--- src/rtl/input_buffer_sequencer.sv ---
// ---------------------------------------------------------------------------
// input_buffer_sequencer
//
// Streams words from the activation buffer into the input mux register that
// feeds the PE array. Each 32-bit word is read once and then held for P mux
// phases, where P depends on the weight bitwidth:
//   00 -> 8-bit weights, P = 1
//   01 -> 4-bit weights, P = 2
//   10/11 -> 2-bit weights, P = 4
// The sequencer also drives the mux register's bitwidth select and its clear
// input. This keeps the mux phase counter aligned to word boundaries. It
// flags valid mux outputs and honours PE back-pressure only between words.
//
// Ports
//   clk, reset        clock, synchronous active-high reset
//   start             one-cycle run request, ignored unless idle
//   base_addr         first word address, sampled on an accepted start
//   num_words         words in the run, sampled on an accepted start
//   weight_bitwidth   bitwidth code, sampled on an accepted start
//   pe_ready          PE array can take a new word (word boundaries only)
//   buf_rd_en         buffer read strobe (data valid the following cycle)
//   buf_rd_addr       buffer read address
//   cfg_bitwidth      latched bitwidth, drives the mux bitwidth select
//   mux_clear         mux register reset; low only while a word is active
//   out_valid         mux register output holds valid data this cycle
//   out_last          final phase of the final word (with out_valid)
//   busy              run in progress
//   done              one-cycle pulse at run completion
// ---------------------------------------------------------------------------
module input_buffer_sequencer #(
    parameter int ADDR_W = 10,
    parameter int LEN_W  = 10
) (
    input  logic              clk,
    input  logic              reset,
    input  logic              start,
    input  logic [ADDR_W-1:0] base_addr,
    input  logic [LEN_W-1:0]  num_words,
    input  logic [1:0]        weight_bitwidth,
    input  logic              pe_ready,
    output logic              buf_rd_en,
    output logic [ADDR_W-1:0] buf_rd_addr,
    output logic [1:0]        cfg_bitwidth,
    output logic              mux_clear,
    output logic              out_valid,
    output logic              out_last,
    output logic              busy,
    output logic              done
);

    typedef enum logic [2:0] {
        IDLE,
        ISSUE,
        HOLD,
        DRAIN,
        FIN
    } state_t;

    state_t            state;
    logic [ADDR_W-1:0] rd_addr;
    logic [LEN_W-1:0]  words_left;
    logic [1:0]        hold_cnt;
    logic [1:0]        phase_rem;
    logic              last_loaded;
    logic [1:0]        phases_m1;
    logic              issue_fire;
    logic              final_word;

    // Number of mux phases per word minus one, derived from the latched
    // bitwidth so it stays fixed for the whole run.
    always_comb begin
        phases_m1 = 2'd3;
        case (cfg_bitwidth)
            2'b00:   phases_m1 = 2'd0;
            2'b01:   phases_m1 = 2'd1;
            default: phases_m1 = 2'd3;
        endcase
    end

    // The read strobe follows pe_ready in the same cycle. A paused boundary
    // therefore resumes on the very cycle the PE array becomes ready again.
    assign issue_fire  = (state == ISSUE) && pe_ready;
    assign final_word  = (words_left == LEN_W'(1));
    assign buf_rd_en   = issue_fire;
    assign buf_rd_addr = rd_addr;

    // Main sequencer. The mux activity tracking (phase_rem and mux_clear) sits
    // beside the FSM. A read in cycle c makes the mux active in c+1..c+P.
    // out_valid and out_last trail that activity by one cycle. In the N=0
    // case FIN is entered with done still low, and FIN then spends one extra
    // cycle raising done. This gives busy one high cycle before the pulse.
    always_ff @(posedge clk) begin
        if (reset) begin
            state        <= IDLE;
            rd_addr      <= '0;
            words_left   <= '0;
            hold_cnt     <= '0;
            phase_rem    <= '0;
            last_loaded  <= 1'b0;
            cfg_bitwidth <= 2'b00;
            mux_clear    <= 1'b1;
            out_valid    <= 1'b0;
            out_last     <= 1'b0;
            busy         <= 1'b0;
            done         <= 1'b0;
        end else begin
            if (issue_fire) begin
                mux_clear   <= 1'b0;
                phase_rem   <= phases_m1;
                last_loaded <= final_word;
            end else if (phase_rem != 2'd0) begin
                phase_rem <= phase_rem - 2'd1;
            end else begin
                mux_clear <= 1'b1;
            end

            out_valid <= !mux_clear;
            out_last  <= !mux_clear && (phase_rem == 2'd0) && last_loaded;

            case (state)
                IDLE: begin
                    if (start) begin
                        rd_addr      <= base_addr;
                        words_left   <= num_words;
                        cfg_bitwidth <= weight_bitwidth;
                        busy         <= 1'b1;
                        state        <= (num_words == '0) ? FIN : ISSUE;
                    end
                end
                ISSUE: begin
                    if (pe_ready) begin
                        rd_addr    <= rd_addr + ADDR_W'(1);
                        words_left <= words_left - LEN_W'(1);
                        if (phases_m1 == 2'd0) begin
                            state <= final_word ? DRAIN : ISSUE;
                        end else begin
                            hold_cnt <= phases_m1 - 2'd1;
                            state    <= HOLD;
                        end
                    end
                end
                HOLD: begin
                    if (hold_cnt == 2'd0) begin
                        state <= (words_left != '0) ? ISSUE : DRAIN;
                    end else begin
                        hold_cnt <= hold_cnt - 2'd1;
                    end
                end
                DRAIN: begin
                    if (out_last) begin
                        done  <= 1'b1;
                        busy  <= 1'b0;
                        state <= FIN;
                    end
                end
                FIN: begin
                    if (!done) begin
                        done <= 1'b1;
                        busy <= 1'b0;
                    end else begin
                        done  <= 1'b0;
                        state <= IDLE;
                    end
                end
                default: begin
                    state <= IDLE;
                end
            endcase
        end
    end

endmodule

--- config.mk ---
export PLATFORM = sky130hd
export DESIGN_NAME = input_buffer_sequencer
export DESIGN_NICKNAME = d
export VERILOG_FILES = /design/src/rtl/input_buffer_sequencer.sv
export SDC_FILE = /design/constraint.sdc
export NUM_CORES = 1
export LEC_CHECK = 0
export ABC_AREA = 1
export CAP_MARGIN = 20
export CORE_ASPECT_RATIO = 0.5
export CORE_MARGIN = 5
export CORE_UTILIZATION = 25
export DETAILED_ROUTE_END_ITERATION = 6
export HOLD_SLACK_MARGIN = 0.05
export REMOVE_ABC_BUFFERS = 1
export SLEW_MARGIN = 20
export SYNTH_ARGS = -nofsm -noshare
export SYNTH_HDL_FRONTEND = slang
export SYNTH_SLANG_ARGS = --single-unit
--- constraint.sdc ---
create_clock -name clk -period 1.48 [get_ports clk]
set_input_delay 0.37 -clock clk [delete_from_list [all_inputs] [get_ports clk]]
set_output_delay 0.37 -clock clk [all_outputs]
set_load 0.005 [all_outputs]
==> results of run 1 <==
stage by stage:
stage               instance area (µm²)  cells  TNS, ns  hold WS (ns)  utilization
floorplan                          2070    323    -2.76         0.432            -
CTS                                3200    534        0         0.465        0.374
finish                             3400    542        0         0.464        0.397
detailed placement                 2990    521    -4.20         0.458        0.349
global route                       3400    542  -0.0477         0.480        0.397
global placement                   2990    521    -4.03         0.453        0.349
registers in the layout, summed over array words and instances, names as in the netlist:
| signal | flops |
|---|---|
| words_left | 10 |
| last_loaded | 1 |
| out_valid | 1 |
| busy | 1 |
| out_last | 1 |
| phase_rem | 2 |
| hold_cnt | 2 |
| cfg_bitwidth | 2 |
| done | 1 |
| mux_clear | 1 |
| buf_rd_addr | 10 |
| state | 3 |
cell usage after synthesis, types with 2 or more instances:
cell type,n,share of area
dfxtp_1,35,0.32
o21ai_0,23,0.053
nor2_1,38,0.066
o21ai_1,10,0.023
clkbuf_1,2,0.0035
nand2_1,89,0.15
a31oi_1,3,0.0087
inv_2,9,0.016
ha_1,4,0.023
inv_1,36,0.062
nor3_1,3,0.0069
nand3b_1,2,0.0069
nand2_4,2,0.010
nand3_1,17,0.039
nand4_1,4,0.012
o21a_1,3,0.010
a21oi_2,6,0.024
buf_6,3,0.016
a21oi_1,23,0.053
xor2_1,2,0.0081
buf_2,5,0.012
nand2_2,4,0.012
kinds of logic (layout without fill, tap and decap cells):
logic type,Yosys count,in the layout
XOR/XNOR,3,3
AO/OA/AOI/OAI,73,73
adder cells (fa/ha/maj),4,4
AND/OR/NAND/NOR,163,163
buffers and inverters,57,147
flip-flops,35,35
cell type report:
class	count	area [µm²]	share of cell area
timing repair buffer	94	906	0.266
tap	117	146	0.0430
multi-input combinational	243	1270	0.375
sequential	35	721	0.212
inverter	45	179	0.0526
clock buffer	6	139	0.0408
clock inverter	2	35.0	0.0103
power groups by stage:
stage	clock (mW)	sequential [mW]	combinational, mW
finish	1.25	1.22	1.82
global route	1.31	1.24	2.06
CTS	1.28	1.22	1.61
detailed placement	0	1.23	1.58
global placement	0	1.23	1.58
floorplan	0	1.23	0.888
worst max path at each step:
stage | start | to | slack (ns) | cells after the start
after floorplan | state[2] | buf_rd_addr[0] | -0.21 | 8
after global placement | pe_ready | buf_rd_en | -0.57 | 4
after detailed placement | pe_ready | buf_rd_en | -0.57 | 4
after CTS | buf_rd_addr[1] | buf_rd_addr[1] | 0.002 | 1
after global routing | state[1] | words_left[8] | -0.02 | 9
final | state[1] | words_left[4] | 0.07 | 9
worst reg2reg max path: cells and delay by family (launching register included):
family / cells / cell delay [ns]
AND/OR/NAND/NOR: 3 / 0.30
flip-flops: 1 / 0.32
AO/OA/AOI/OAI: 2 / 0.22
buffers and inverters: 4 / 0.46
metal layers:
| metal | routed length, µm | global-route usage |
|---|---|---|
| met3 | 223 | 0.0251 |
| met1 | 3130 | 0.160 |
| met5 | 0 | 0 |
| met2 | 2840 | 0.206 |
| met4 | 71 | 0.0309 |
what timing repair did:
item                       4_1_cts  5_1_grt
buffers inserted                 5        6
pin swaps                        2        5
cloned                           0        2
setup endpoints to repair       17       23
resized for setup               32       34
==> results.md, run 1 <==
- Mux cell area share after synthesis: 0
- Core area: around 8600 µm²
- Post-Synth Simple-Gate Area: 0.326
- Worst-path clk slew: approximately 0.06 ns
- Hold path start: busy
- Relative slew slack: 0.826
- Antenna violations before repair: 0
- R2r setup slk: slightly below 0.07 ns
- Setup Crit Path Kind: reg2reg
- Via density per instance: between 4 and 5
- Hold-fix buffers, CTS: 0
- Fmax achieved: slightly above 700 MHz
- Delay-heaviest family, CP: buffers and inverters
- Final setup margin: about 0.07 ns
- Sw Ratio: 0.341
- Critical Path Max Stage Delay: ~0.32 ns
- Hold endpoint: busy
- Sequential Power Share: 0.284
- Worst EP required: approximately 1.7 ns
- Ys async rst share: 0
- Synth Warn #: 0
- Worst R2R End: words_left[4]
- Power Dens Cells: between 1000 and 1500 nW/µm²
- DRT antenna net count: 0
- CTS tree: yes
- DP HPWL: around 4500 µm
- FILL cells: roughly 920
- Primary FF master, synth: dfxtp_1
- Chip Width: approximately 140 µm
- Worst setup SP type: register
- Max IR drop VDD: ~490 µV
- Synth Area in Compound Gates: 0.195
- Most frequent cells in the layout: nand2_1 (88), buf_4 (42), inv_1 (35)
- N_diodes: 0
- First-pass DRT Iterations: 4
- Worst reg-to-reg path cell count: 9
- Post-Place Setup Slack: -0.565 ns
- Max Slew Vio Count: 0
- Leak Pwr: about 1.6 nW
- Pin count of the biggest net entering global routing: 23
- Layout Nets: about 450
- Longest Clk Path Bufs: 2
- Commonest non-fill, non-tap cell in the layout: nand2_1
- Num CTS Buffers: 5
- Logic pwr share: 0.425
- Clock Power Share: 0.291
- Post-synth EDFFs: 0
- Initial Util: 0.253
- RePlAce Congestion: 0.814
- Critical R2R Launch: state[1]
- Sequential area share after synthesis: 0.324
- Die footprint: about 11,000 µm²
- Worst skew pair latency: roughly 0.28 ns
- Detailed Route WL: 6270 µm
- First-pass GRT wire length: approximately 11,000 µm
- Initial DRC Count: approximately 130
- H-tree depth: 2
- Worst-margin pin slew: between 0.2 and 0.3 ns
- Port Buf Inserts: between 40 and 50
- Crit path DAT: between 1.5 and 2 ns
- Overall power: roughly 4.3 mW
- Final Critical Period: 1.41 ns
- Worst Skew: ~0.0037 ns
- Die height: approximately 76 µm
- Hold path depth: 2
- Rows: 24
- Post-route DRC: 0
- Critical path fanouts, max: 6
- Grt ovf: 0
- Final Hold Viols: 0
- Root buffer cell: clkbuf_16
- Flop and latch count out of synthesis: 35
- Xor and xnor area share after synthesis: 0.0121
- WL per Instance: approximately 12 µm
- Hold Crit Class: reg2reg
- Pint: 2.82 mW
- CP Cell Sequence: inv_2 > nand3_4 > buf_4 > inv_4 > nand2_4 > nand2_8 > clkbuf_16 > a21oi_1 > o21a_1
- Critical path capture point type: register
- Main combinational cell family by area after synthesis: simple AND/OR/NAND/NOR gates
- Avg Synthesized Cell Area: about 6.5 µm²
- NetSw: ~1.5 mW
- GRT Util Overall: 0.121
- CP max-delay cell: dfxtp_2
- Clock sink count: 35
- Critical path buffers and inverters: 4
- Mapped Cells: 335
- Synthesized area: roughly 2200 µm²
- Status: completed
- Share of layout cells above drive strength 1: 0.266
- Synth Area in Adders: 0.0231
- Synth-to-Final Area Change: 57.2%
- Yosys cell types: 34
- Vias in the first global route: 2,322
- Finish-stage setup viols: 0
- Final cycle utilization of the critical path: 0.953
- IO Count: 44
- Routed vias: roughly 2,400
- Max_cap viols: 0
Power figures use the tool's default switching activity.
==> run 2: changes to the inputs <==
- CORE_ASPECT_RATIO: 0.5 -> 0.8
==> results.md, run 2 (synthesized netlist as in run 1, its figures left out) <==
- Hold-fix buffers, CTS: 0 (unchanged)
- Worst skew pair latency: 0.29 ns (about the same)
- DP HPWL: 4620 µm (+3.1%)
- Chip Width: 114 µm (-19%)
- Grt ovf: 0 (unchanged)
- Post-route cell area: 3290 µm² (-3.2%)
- Most frequent cells in the layout: nand2_1 (85), buf_4 (37), nor2_1 (34)
- Worst-margin pin slew: 0.285 ns (+0.0246 ns)
- Initial DRC Count: 120 (-6.3%)
- IO Count: 44 (unchanged)
- Die footprint: 10,600 µm² (-0.95%)
- Synth-to-Final Area Change: 52.2%
- Worst Skew: 0.00262 ns (-0.00107 ns)
- Final Hold Viols: 0 (unchanged)
- Max Slew Vio Count: 0 (unchanged)
- Post-route DRC: 0 (unchanged)
- N_diodes: 0 (unchanged)
- First-pass GRT wire length: 10,600 µm (-0.53%)
- Critical path fanouts, max: 3 (-3)
- Layout Nets: 450 (-0.88%)
- Final Critical Period: 1.44 ns (+0.0251 ns)
- Unrepaired setup endpoints after global routing: true
- Root buffer cell: clkbuf_8
- First-pass DRT Iterations: 4 (unchanged)
- Core area: 8450 µm² (-1.3%)
- CP max-delay cell: dfxtp_2
- Leak Pwr: 1.52 nW (-6.2%)
- Via density per instance: 4.42 (+1.4%)
- NetSw: 1.43 mW (-2.2%)
- DP Area: 2920 µm² (-2.1%)
- Logic pwr share: 0.479 (+0.054)
- Antenna violations before repair: 0 (unchanged)
- DRT antenna net count: 0 (unchanged)
- Crit path DAT: 1.07 ns (-0.52 ns)
- Pint: 2.41 mW (-15%)
- Rows: 30 (+25%)
- Sw Ratio: 0.372 (+0.0308)
- Relative slew slack: 0.808 (-0.0172)
- WL per Instance: 12.3 µm (+6.6%)
- Pin count of the biggest net entering global routing: 22 (-4.3%)
- Max_cap viols: 0 (unchanged)
- Hold Crit Class: reg2reg
- Vias in the first global route: 2,256 (-2.8%)
- TNS Setup: 0 ns (unchanged)
- CP Cell Sequence: inv_4 > nand3_4 > nor2_2 > buf_2
- Worst EP required: 1.11 ns (-0.55 ns)
- Routed vias: 2,356 (-0.30%)
- Final cycle utilization of the critical path: 0.970 (+0.0170)
- Share of layout cells above drive strength 1: 0.276 (+0.00965)
- Num CTS Buffers: 5 (unchanged)
- Longest Clk Path Bufs: 2 (unchanged)
- RePlAce Congestion: 0.834 (+2.4%)
- Critical path capture point type: primary output
- Port Buf Inserts: 43 (unchanged)
- Power Dens Cells: 1170 nW/µm² (-7.4%)
- Delay-heaviest family, CP: flip-flops
- Worst setup SP type: register
- Sequential Power Share: 0.317 (+0.033)
- Critical Path Max Stage Delay: 0.34 ns (+0.02 ns)
- Finish-stage setup viols: 0 (unchanged)
- Clock sink count: 35 (unchanged)
- Max IR drop VDD: 374 µV (-23%)
- GRT Util Overall: 0.121 (about the same)
- FILL cells: 899 (-1.7%)
- Fmax achieved: 696 MHz (-1.7%)
- Status: completed
- H-tree depth: 2 (unchanged)
- Commonest non-fill, non-tap cell in the layout: nand2_1
- Detailed Route WL: 6570 µm (+4.9%)
- Setup Crit Path Kind: reg2out
- CTS tree: yes
- Critical path buffers and inverters: 2 (-2)
- Overall power: 3.84 mW (-10%)
- Worst-path clk slew: 0.07 ns (about the same)
- Clock Power Share: 0.204 (-0.087)
- Die height: 93.2 µm (+23%)
- Initial Util: 0.256 (+0.00337)
==> run 2: worst paths after layout <==
path	from	to	slack (ns)	depth (start not counted)
worst min register to register	cfg_bitwidth[0]	cfg_bitwidth[0]	0.48	2
worst max register to register	state[0]	buf_rd_addr[9]	0.05	11
worst max-delay path	state[1]	buf_rd_en	0.04	4
worst min-delay path	cfg_bitwidth[0]	cfg_bitwidth[0]	0.48	2
==> run 2: stage by stage <==
step	hold WS, ns	cells	utilization	setup slack (ns)
5_1_grt	0.502	533	0.390	-0.0300
3_5_place_dp	0.470	510	0.346	-0.435
6_report	0.477	533	0.390	0.0440
4_1_cts	0.479	528	0.369	0.000869
3_3_place_gp	0.458	510	0.346	-0.426
2_1_floorplan	0.432	323	-	-0.211
==> run 2: layer usage <==
layer | track usage | up-vias | wire [µm]
li1 | - | 1239 | -
met1 | 0.158 | 1059 | 3170
met2 | 0.204 | 54 | 3110
met3 | 0.0259 | 4 | 263
met4 | 0.0277 | 0 | 32
met5 | 0 | - | 0
==> run 2: power by group through the flow <==
stage               Combinational, mW  Clock, mW  Sequential, mW
floorplan                       0.888          0            1.23
global placement                 1.51          0            1.24
detailed placement               1.52          0            1.24
CTS                              1.64      0.800            1.21
global route                     2.05      0.841            1.23
finish                           1.84      0.784            1.22
==> run 2: final cells by class <==
class                      instances  area (µm²)  area share
multi-input combinational        243        1280       0.388
inverter                          45         179      0.0544
sequential                        35         726       0.220
tap                              112         140      0.0426
timing repair buffer              90         868       0.264
clock buffer                       8         100      0.0304
==> run 2: repair_timing <==
item                       CTS  global route
setup buffers                9             3
hold endpoints to repair     0             0
setup endpoints to repair   23            20
cloned                       1             2
pin swaps                    2             7
resized for setup           39            32
==> run 2: tightest hold or removal path: stages, from the launching register on <==
cell and delay [ns]:
dfxtp_2 0.33, nand2_1 0.06, a21oi_1 0.05
==> run 3: changes to the inputs <==
- CORE_MARGIN: 5 -> 2
- SETUP_SLACK_MARGIN: unset -> 0.3
==> results.md, run 3 (synthesized netlist as in run 1, its figures left out) <==
- Hold path start: busy
- Commonest non-fill, non-tap cell in the layout: nand2_1
- Worst Skew: 0.0124 ns (+0.00976 ns)
- Chip Width: 108 µm (-5.3%)
- TNS Setup: 0 ns (unchanged)
- Post-route non-filler standard cell count: 547 (+2.6%)
- Detailed Route WL: 6860 µm (+4.3%)
- H-tree depth: 2 (unchanged)
- Max_cap viols: 0 (unchanged)
- RePlAce Congestion: 0.836 (+0.31%)
- Finish-stage setup viols: 0 (unchanged)
- Num CTS Buffers: 5 (unchanged)
- Initial Util: 0.256 (unchanged)
- CP Cell Sequence: inv_2 > nand3_4 > nor2_4 > buf_2
- Fmax achieved: 710 MHz (+1.9%)
- Post-route cell area: 3570 µm² (+8.4%)
- Max IR drop VDD: 436 µV (+16%)
- Critical Path Max Stage Delay: 0.33 ns (about the same)
- Vias in the first global route: 2,398 (+6.3%)
- Routed vias: 2,498 (+6.0%)
- Pin count of the biggest net entering global routing: 29 (+32%)
- Rows: 30 (unchanged)
- Hold Crit Class: reg2reg
- Critical path buffers and inverters: 2 (unchanged)
- Worst-path clk slew: 0.09 ns (+0.02 ns)
- Die footprint: 9420 µm² (-11%)
- First-pass DRT Iterations: 4 (unchanged)
- Longest Clk Path Bufs: 2 (unchanged)
- CP max-delay cell: dfxtp_2
- Critical path capture point type: primary output
- CTS tree: yes
- Die height: 87.2 µm (-6.4%)
- Root buffer cell: clkbuf_8
- Initial DRC Count: 110 (-8.3%)
- WHS: 0.464 ns (-0.0128 ns)
- Delay-heaviest family, CP: flip-flops
- Hold-fix buffers, CTS: 0 (unchanged)
- Max Slew Vio Count: 0 (unchanged)
- N_diodes: 0 (unchanged)
- Leak Pwr: 1.62 nW (+6.4%)
- WL per Instance: 12.5 µm (+1.7%)
- DRT antenna net count: 0 (unchanged)
- Layout Nets: 464 (+3.1%)
- Critical path fanouts, max: 3 (unchanged)
- Via density per instance: 4.57 (+3.3%)
- Share of layout cells above drive strength 1: 0.437 (+0.161)
- Final setup margin: 0.0711 ns (+0.0271 ns)
- Final Critical Period: 1.41 ns (-0.0271 ns)
- Relative slew slack: 0.784 (-0.0240)
- Clock sink count: 35 (unchanged)
- Critical R2R Launch: state[2]
- Status: completed
- Final Hold Viols: 0 (unchanged)
- IO Count: 44 (unchanged)
- Worst-margin pin slew: 0.323 ns (+0.0382 ns)
- Port Buf Inserts: 43 (unchanged)
- FILL cells: 852 (-5.2%)
- Antenna violations before repair: 0 (unchanged)
- GRT Util Overall: 0.144 (+0.0225)
- Setup Crit Path Kind: reg2out
- Worst EP required: 1.11 ns (about the same)
- Grt ovf: 0 (unchanged)
- DP Area: 2940 µm² (+0.68%)
- Worst Setup SP: state[2]
- Worst setup SP type: register
- Synth-to-Final Area Change: 65.0%
- Power Dens Cells: 1180 nW/µm² (+1.2%)
- Core area: 8450 µm² (unchanged)
- Final cycle utilization of the critical path: 0.952 (-0.0183)
- Dpl cells: 516 (+1.2%)
- Unrepaired setup endpoints after global routing: true
- Post-route DRC: 0 (unchanged)
- Worst skew pair latency: 0.29 ns (about the same)
- Crit path DAT: 1.04 ns (-0.03 ns)
- First-pass GRT wire length: 10,900 µm (+3.0%)
- Post-Place Setup Slack: -0.418 ns (+0.0170 ns)
- Most frequent cells in the layout: nand2_1 (73), buf_4 (44), inv_1 (32)
- DP HPWL: 4520 µm (-2.3%)
## run 3: through the flow
step                       util  power (mW)
after floorplan               -        2.12
after global placement    0.348        2.73
after detailed placement  0.348        2.76
after CTS                 0.381        3.85
after global routing      0.423        4.50
final                     0.423        4.22
## run 3: what timing repair did
action	CTS	global route
gates resized for setup	127	82
endpoints found under the hold margin	0	0
cloned	1	1
setup endpoints to repair	45	33
buffers inserted	14	7
pin swaps	16	31
## run 3: final timing paths
| check | end | slack [ns] | cells after the start |
|---|---|---|---|
| worst min-delay path | busy | 0.46 | 2 |
| worst max register to register | buf_rd_addr[0] | 0.07 | 6 |
| worst min register to register | busy | 0.46 | 2 |
| worst max-delay path | buf_rd_en | 0.07 | 4 |
## run 3: worst min-delay path, delay by kind of cell, from the launching register on
kind               cells  cell delay [ns]
AOI/OAI and AO/OA      1             0.05
and+or+nand+nor        1             0.05
DFF                    1             0.33
## run 3: cell type report
| type | instances | area (µm²) | share of cell area |
|---|---|---|---|
| tap | 112 | 140 | 0.0393 |
| clock inverter | 2 | 35.0 | 0.00981 |
| timing repair buffer | 103 | 901 | 0.252 |
| multi-input combinational | 244 | 1500 | 0.420 |
| sequential | 35 | 732 | 0.205 |
| clock buffer | 6 | 82.6 | 0.0231 |
| inverter | 45 | 181 | 0.0508 |
## run 3: power breakdown
group / switching [mW] / internal, mW
Sequential: 0.116 / 1.11
Clock: 0.381 / 0.546
Combinational: 1.12 / 0.947
## run 3: layer usage
metal	routed length, µm	GRT usage
met4	67	0.0443
met1	3170	0.187
met3	310	0.0299
met2	3310	0.239
met5	0	0
